<file path="src/rtl/vga_timing_pkg.sv">
// Shared VGA timing constants (640x480 @ 60 Hz defaults) and the per-axis region encoding.
package vga_timing_pkg;

  localparam int unsigned CountW = 10;

  localparam int unsigned TotalCols   = 800;
  localparam int unsigned ActiveCols  = 640;
  localparam int unsigned HFrontPorch = 16;
  localparam int unsigned HSyncWidth  = 96;

  localparam int unsigned TotalRows   = 525;
  localparam int unsigned ActiveRows  = 480;
  localparam int unsigned VFrontPorch = 10;
  localparam int unsigned VSyncWidth  = 2;

  typedef enum logic [1:0] {
    RegActive = 2'd0,
    RegFront  = 2'd1,
    RegSync   = 2'd2,
    RegBack   = 2'd3
  } region_e;

endpackage

</file>
<file path="src/rtl/vga_axis_timer.sv">
// One timing axis: a wrapping position counter plus a region FSM (active/front/sync/back).
// wrap_o is combinational so the next axis can advance on the same edge.
module vga_axis_timer
  import vga_timing_pkg::*;
#(
  parameter int unsigned TOTAL  = 800,
  parameter int unsigned ACTIVE = 640,
  parameter int unsigned FRONT  = 16,
  parameter int unsigned SYNC   = 96
) (
  input  logic              clk_i,
  input  logic              rst_ni,
  input  logic              advance_i,
  output logic [CountW-1:0] count_o,
  output logic [1:0]        region_next_o,
  output logic              wrap_o
);

  if (ACTIVE == 0 || FRONT == 0 || SYNC == 0 || ACTIVE + FRONT + SYNC >= TOTAL ||
      TOTAL > 1024) begin : g_bad_params
    $error("vga_axis_timer: illegal timing parameters");
  end

  localparam logic [CountW-1:0] Last       = CountW'(TOTAL - 1);
  localparam logic [CountW-1:0] FrontStart = CountW'(ACTIVE);
  localparam logic [CountW-1:0] SyncStart  = CountW'(ACTIVE + FRONT);
  localparam logic [CountW-1:0] BackStart  = CountW'(ACTIVE + FRONT + SYNC);

  logic [CountW-1:0] count_q, count_d;
  region_e           region_q, region_d;
  logic              wrap;

  assign wrap = advance_i && (count_q == Last);

  always_comb begin
    count_d  = count_q;
    region_d = region_q;
    if (advance_i) begin
      count_d = wrap ? '0 : count_q + CountW'(1);
      // Region changes on the edge whose next count lands on a boundary.
      unique case (region_q)
        RegActive: if (count_d == FrontStart) region_d = RegFront;
        RegFront:  if (count_d == SyncStart)  region_d = RegSync;
        RegSync:   if (count_d == BackStart)  region_d = RegBack;
        RegBack:   if (wrap)                  region_d = RegActive;
        default:                              region_d = RegBack;
      endcase
    end
  end

  always_ff @(posedge clk_i) begin
    if (!rst_ni) begin
      count_q  <= Last;
      region_q <= RegBack;
    end else begin
      count_q  <= count_d;
      region_q <= region_d;
    end
  end

  assign count_o       = count_q;
  assign region_next_o = region_d;
  assign wrap_o        = wrap;

endmodule

</file>
<file path="src/rtl/vga_sync_gen.sv">
// VGA sync/timing source: two axis timers plus registered sync, active, strobe and
// frame-count outputs, all aligned with the column/row counts they describe.
module vga_sync_gen
  import vga_timing_pkg::*;
#(
  parameter int unsigned TOTAL_COLS    = TotalCols,
  parameter int unsigned TOTAL_ROWS    = TotalRows,
  parameter int unsigned ACTIVE_COLS   = ActiveCols,
  parameter int unsigned ACTIVE_ROWS   = ActiveRows,
  parameter int unsigned H_FRONT_PORCH = HFrontPorch,
  parameter int unsigned H_SYNC_WIDTH  = HSyncWidth,
  parameter int unsigned V_FRONT_PORCH = VFrontPorch,
  parameter int unsigned V_SYNC_WIDTH  = VSyncWidth
) (
  input  logic       i_Clk,
  input  logic       i_Rst_L,
  input  logic       i_Pix_En,
  output logic       o_HSync,
  output logic       o_VSync,
  output logic [9:0] o_Col_Count,
  output logic [9:0] o_Row_Count,
  output logic       o_Active,
  output logic       o_Line_Start,
  output logic       o_Frame_Start,
  output logic [7:0] o_Frame_Count
);

  logic [1:0] h_region_next, v_region_next;
  logic       h_wrap, v_wrap;

  vga_axis_timer #(
    .TOTAL  (TOTAL_COLS),
    .ACTIVE (ACTIVE_COLS),
    .FRONT  (H_FRONT_PORCH),
    .SYNC   (H_SYNC_WIDTH)
  ) u_h_timer (
    .clk_i         (i_Clk),
    .rst_ni        (i_Rst_L),
    .advance_i     (i_Pix_En),
    .count_o       (o_Col_Count),
    .region_next_o (h_region_next),
    .wrap_o        (h_wrap)
  );

  // Rows step only when the column counter wraps.
  vga_axis_timer #(
    .TOTAL  (TOTAL_ROWS),
    .ACTIVE (ACTIVE_ROWS),
    .FRONT  (V_FRONT_PORCH),
    .SYNC   (V_SYNC_WIDTH)
  ) u_v_timer (
    .clk_i         (i_Clk),
    .rst_ni        (i_Rst_L),
    .advance_i     (h_wrap),
    .count_o       (o_Row_Count),
    .region_next_o (v_region_next),
    .wrap_o        (v_wrap)
  );

  logic       hsync_q, hsync_d;
  logic       vsync_q, vsync_d;
  logic       active_q, active_d;
  logic       line_start_q, line_start_d;
  logic       frame_start_q, frame_start_d;
  logic [7:0] frame_count_q, frame_count_d;

  always_comb begin
    hsync_d       = hsync_q;
    vsync_d       = vsync_q;
    active_d      = active_q;
    frame_count_d = frame_count_q;
    // h_wrap already carries i_Pix_En, so strobes drop to 0 on disabled cycles.
    line_start_d  = h_wrap;
    frame_start_d = h_wrap && v_wrap;
    if (i_Pix_En) begin
      hsync_d  = (h_region_next != RegSync);
      vsync_d  = (v_region_next != RegSync);
      active_d = (h_region_next == RegActive) && (v_region_next == RegActive);
    end
    if (frame_start_d) begin
      frame_count_d = frame_count_q + 8'd1;
    end
  end

  always_ff @(posedge i_Clk) begin
    if (!i_Rst_L) begin
      hsync_q       <= 1'b1;
      vsync_q       <= 1'b1;
      active_q      <= 1'b0;
      line_start_q  <= 1'b0;
      frame_start_q <= 1'b0;
      frame_count_q <= 8'd0;
    end else begin
      hsync_q       <= hsync_d;
      vsync_q       <= vsync_d;
      active_q      <= active_d;
      line_start_q  <= line_start_d;
      frame_start_q <= frame_start_d;
      frame_count_q <= frame_count_d;
    end
  end

  assign o_HSync       = hsync_q;
  assign o_VSync       = vsync_q;
  assign o_Active      = active_q;
  assign o_Line_Start  = line_start_q;
  assign o_Frame_Start = frame_start_q;
  assign o_Frame_Count = frame_count_q;

endmodule

</file>
<file path="config.mk">
export PLATFORM = sky130hd
export DESIGN_NAME = vga_sync_gen
export DESIGN_NICKNAME = d
export VERILOG_FILES = /design/src/rtl/vga_timing_pkg.sv /design/src/rtl/vga_axis_timer.sv /design/src/rtl/vga_sync_gen.sv
export SDC_FILE = /design/constraint.sdc
export NUM_CORES = 1
export LEC_CHECK = 0
export BUFFER_PORTS_ARGS = -buffer_cell sky130_fd_sc_hd__buf_2
export CAP_MARGIN = 20
export CORE_MARGIN = 5
export CORE_UTILIZATION = 51
export CTS_CLUSTER_DIAMETER = 40
export DETAILED_ROUTE_END_ITERATION = 8
export PLACE_DENSITY = 0.84
export SLEW_MARGIN = 20
export SYNTH_ARGS = -nofsm -noshare
export SYNTH_HDL_FRONTEND = slang
export SYNTH_SLANG_ARGS = --single-unit
</file>
<file path="constraint.sdc">
create_clock -name i_Clk -period 2.3 [get_ports i_Clk]
set_clock_uncertainty 0.15 [all_clocks]
set_input_delay 0.345 -clock i_Clk [delete_from_list [all_inputs] [get_ports i_Clk]]
set_output_delay 0.345 -clock i_Clk [all_outputs]
set_load 0.005 [all_outputs]
</file>
==> run_results.csv <==
group,metric,value,unit
grt,grtUsageTotal,21.6,%
cts,path_clk_slew,0.09,ns
floorplan,dieWidth,76.8,um
power,p_int,1210,uW
worst_setup_path,slowest_stage,"or4_4",
yosys,synth_area,2280,um2
timing,post-route-min-period,2.32,ns
yosys,synthArstFlopShare,0,%
timing,slew_viol_final,0,
power,p_sw,672,uW
yosys,synth.yosys.seq_area_share,32.5,%
worst_setup_path,cp.arrival,2.35,ns
routing,final_antenna_net_count,0,
timing,finalHoldViolations,0,
worst_setup_path,cpMostUsedCell,"o2111a_1",
worst_setup_path,r2r_cells,6,
run,cap_viol_max_count,0,
timing,rsz0062_at_grt,"yes",
timing,relSlewSlack,49.7,%
cts,root_buffer,"clkbuf_8",
yosys,syn_area_per_cell,7.67,um2
placed_design,portBuffers,35,
floorplan,initial_utilization,52.3,%
yosys,syn_inst,297,
power,p_sw_share,35.7,%
worst_hold_path,hold_path.class,"in -> reg",
cells_and_area,final_common_cell,"buf_4",
cells_and_area,syn2layout_area_growth,30.9,%
power,p_comb_share,35.1,%
routing,route.detailed.drc,0,
cells_and_area,n_fill_cell,336,
worst_setup_path,worst-endpoint-required,2.34,ns
cells_and_area,multi_input_comb_area,1490,um2
run_status,status,"complete, but fails checks",
routing,first_pass_iters,5,
worst_setup_path,crit_chain,"or3_4 -> or4_4 -> o2111a_1 -> o2111a_1 -> a221oi_4 -> a21oi_1",
worst_setup_path,cp.depth,6,
cts,htree_levels,2,
yosys,ys_warn_count,0,
cts,cts_tree,"built",
worst_setup_path,cpLargestDelayFamily,"simple AND/OR/NAND/NOR gates",
yosys,ys.flop_type,"dfxtp_1",
worst_hold_path,worstHoldPathCells,3,
worst_setup_path,critPathBufInv,0,
grt,grt_max_degree,23,
grt,grt_pass1_wl,10.7,mm
floorplan,num_rows,24,
cells_and_area,final_cell_mix,"buf_4 (45), buf_2 (35), nand2_1 (30), nor2_1 (29), dfxtp_1 (28)",
cts,clkSinkCount,37,
cells_and_area,fin_area,2980,um2
timing,tightest_slew,0.753,ns
routing,dr_total_vias,2616,
grt,overflow,0,
timing,setup_viol,2,
worst_setup_path,path_class,"reg -> reg",
placed_design,gp_congestion,0.940,
routing,drtIter0Drc,298,
power,power_frac_seq,39.3,%
yosys,synthDistinctLibCells,61,
cells_and_area,fin_nets,372,
floorplan,pin_count,36,
power,p_per_area,631,nW/um2
floorplan,coreArea,4350,um2
cts,clk_latency,0.30,ns
cells_and_area,diodes,0,
timing,clock.fmax,432,MHz
worst_setup_path,path_max_fanout,3,
yosys,syn_nets,304,
power,clkPwrFrac,25.7,%
floorplan,dieArea,5900,um2
routing,wl,6.82,mm
grt,grt_pass1_vias,2302,
placed_design,placedInstanceArea,2700,um2
power,power.leakage,0.00126,uW
worst_setup_path,end_kind,"flop",
routing,via_per_inst,6.26,
cts,clockBufferDepth,2,
timing,setup_ws,-0.0152,ns
placed_design,dpl.hpwl,4.57,mm
power,vdd_drop_max,0.419,mV
grt,antenna_found_initial,0,
cells_and_area,utilization,68.4,%
run_status,violations,"negative setup slack",
worst_setup_path,cpPeakStageDelay,0.50,ns
worst_setup_path,start_kind,"flop",
routing,wl_per_cell,16.3,um
placed_design,place_ws,-0.0285,ns
cells_and_area,drive_gt1_share,34.4,%
yosys,synth_edf_count,0,
timing,fin_crit_sh,101,%
cells_and_area,regArea,759,um2
cts,cts_buffers,5,
floorplan,die_y,76.8,um
yosys,synth-seq-cells,37,
cts,cts_hold_buffers,0,
[power by group through the flow]
stage,sequential (uW),combinational (uW),clock [uW]
CTS,731,586,481
detailed placement,747,560,0
global placement,745,547,0
finish,738,660,482
floorplan,745,354,0
global route,744,710,517
[flip-flops by register name, summed over array words and instances, names as in the netlist]
name / flops
u_h_timer.count_o: 10
o_Line_Start: 1
u_h_timer.region_q: 2
u_v_timer.region_q: 2
u_v_timer.count_o: 10
o_Frame_Count: 8
o_Active: 1
o_HSync: 1
o_VSync: 1
o_Frame_Start: 1
[layer usage]
layer	share of wire, %	global-route usage [%]	routed length [um]	vias up
met2	49	37.5	3360	139
met1	41	25.8	2790	1234
met3	8.0	4.92	549	15
met4	1.9	7.69	128	0
met5	0	0	0	-
li1	-	-	-	1228
[stage by stage]
| stage | hold WS (ns) | setup TNS, ns | power (uW) | instances |
|---|---|---|---|---|
| final | 0.300 | -0.0300 | 1880 | 418 |
| after global routing | 0.300 | -0.395 | 1970 | 418 |
| after CTS | 0.295 | -0.0432 | 1800 | 412 |
| after detailed placement | 0.334 | -0.0443 | 1310 | 401 |
| after global placement | 0.328 | 0 | 1290 | 401 |
| after floorplan | 0.331 | -0.255 | 1100 | 297 |
[cells in the mapped netlist (2+ instances only)]
library cell | instances | area, um2
nand2b_1 | 3 | 18.8
xnor2_1 | 6 | 52.6
nand2_1 | 31 | 116
o21ai_0 | 20 | 100
ha_1 | 4 | 50.1
nand4b_1 | 3 | 26.3
xor2_1 | 5 | 43.8
a2111oi_0 | 2 | 17.5
a22oi_1 | 2 | 15.0
buf_2 | 4 | 20.0
or3_1 | 6 | 37.5
nor2b_1 | 3 | 18.8
nor3_1 | 6 | 30.0
nand4_1 | 11 | 68.8
or4_1 | 2 | 15.0
a31oi_1 | 2 | 12.5
o211ai_1 | 3 | 22.5
o311ai_0 | 2 | 17.5
and3_1 | 6 | 37.5
nor2_1 | 30 | 113
nand3_1 | 13 | 65.1
buf_4 | 3 | 22.5
inv_1 | 10 | 37.5
buf_6 | 2 | 22.5
nor4_1 | 2 | 12.5
a211oi_1 | 3 | 22.5
nor3b_1 | 2 | 15.0
o2111a_1 | 2 | 22.5
o22ai_1 | 4 | 25.0
dfxtp_1 | 37 | 741
a21oi_1 | 23 | 115
or2_2 | 5 | 31.3
clkbuf_1 | 12 | 45.0
[timing repair]
item,CTS,global route
setup buffers,3,5
endpoints found under the setup margin,7,12
gates resized for setup,9,21
pin swaps,5,9
cloned,0,1
[final cells by class]
class	instances	area share (%)
multi-input combinational	229	50.1
sequential	37	25.5
clock inverter	3	0.714
tap	52	2.18
inverter	10	1.26
timing repair buffer	82	18.0
clock buffer	5	2.31
[path summary, 6_finish.rpt]
path	slack (ns)	end	from
min reg2reg	0.34	o_HSync$_SDFFE_PN1P_	o_HSync$_SDFFE_PN1P_
max reg2reg	-0.02	o_VSync$_SDFFE_PN1P_	u_v_timer.count_o[5]$_SDFFE_PN0P_
min	0.30	u_v_timer.region_q[1]$_SDFF_PN1_	i_Rst_L
max	-0.02	o_VSync$_SDFFE_PN1P_	u_v_timer.count_o[5]$_SDFFE_PN0P_
[cells by family after synthesis]
kind of cell / count (synthesis) / share of synthesized area (%)
adders and majority gates: 4 / 2.20
and+or+nand+nor: 134 / 31.2
DFF: 37 / 32.5
buffers and inverters: 31 / 6.48
xor gates and xnor gates: 11 / 4.23
AOI/OAI and AO/OA: 80 / 23.4
[worst register-to-register path: stages, from the launching register on]
cell      delay [ns]
dfxtp_2         0.33
or3_4           0.38
or4_4           0.50
o2111a_1        0.24
o2111a_1        0.25
a221oi_4        0.24
a21oi_1         0.11
No activity file was read; power rests on OpenSTA's default activity.
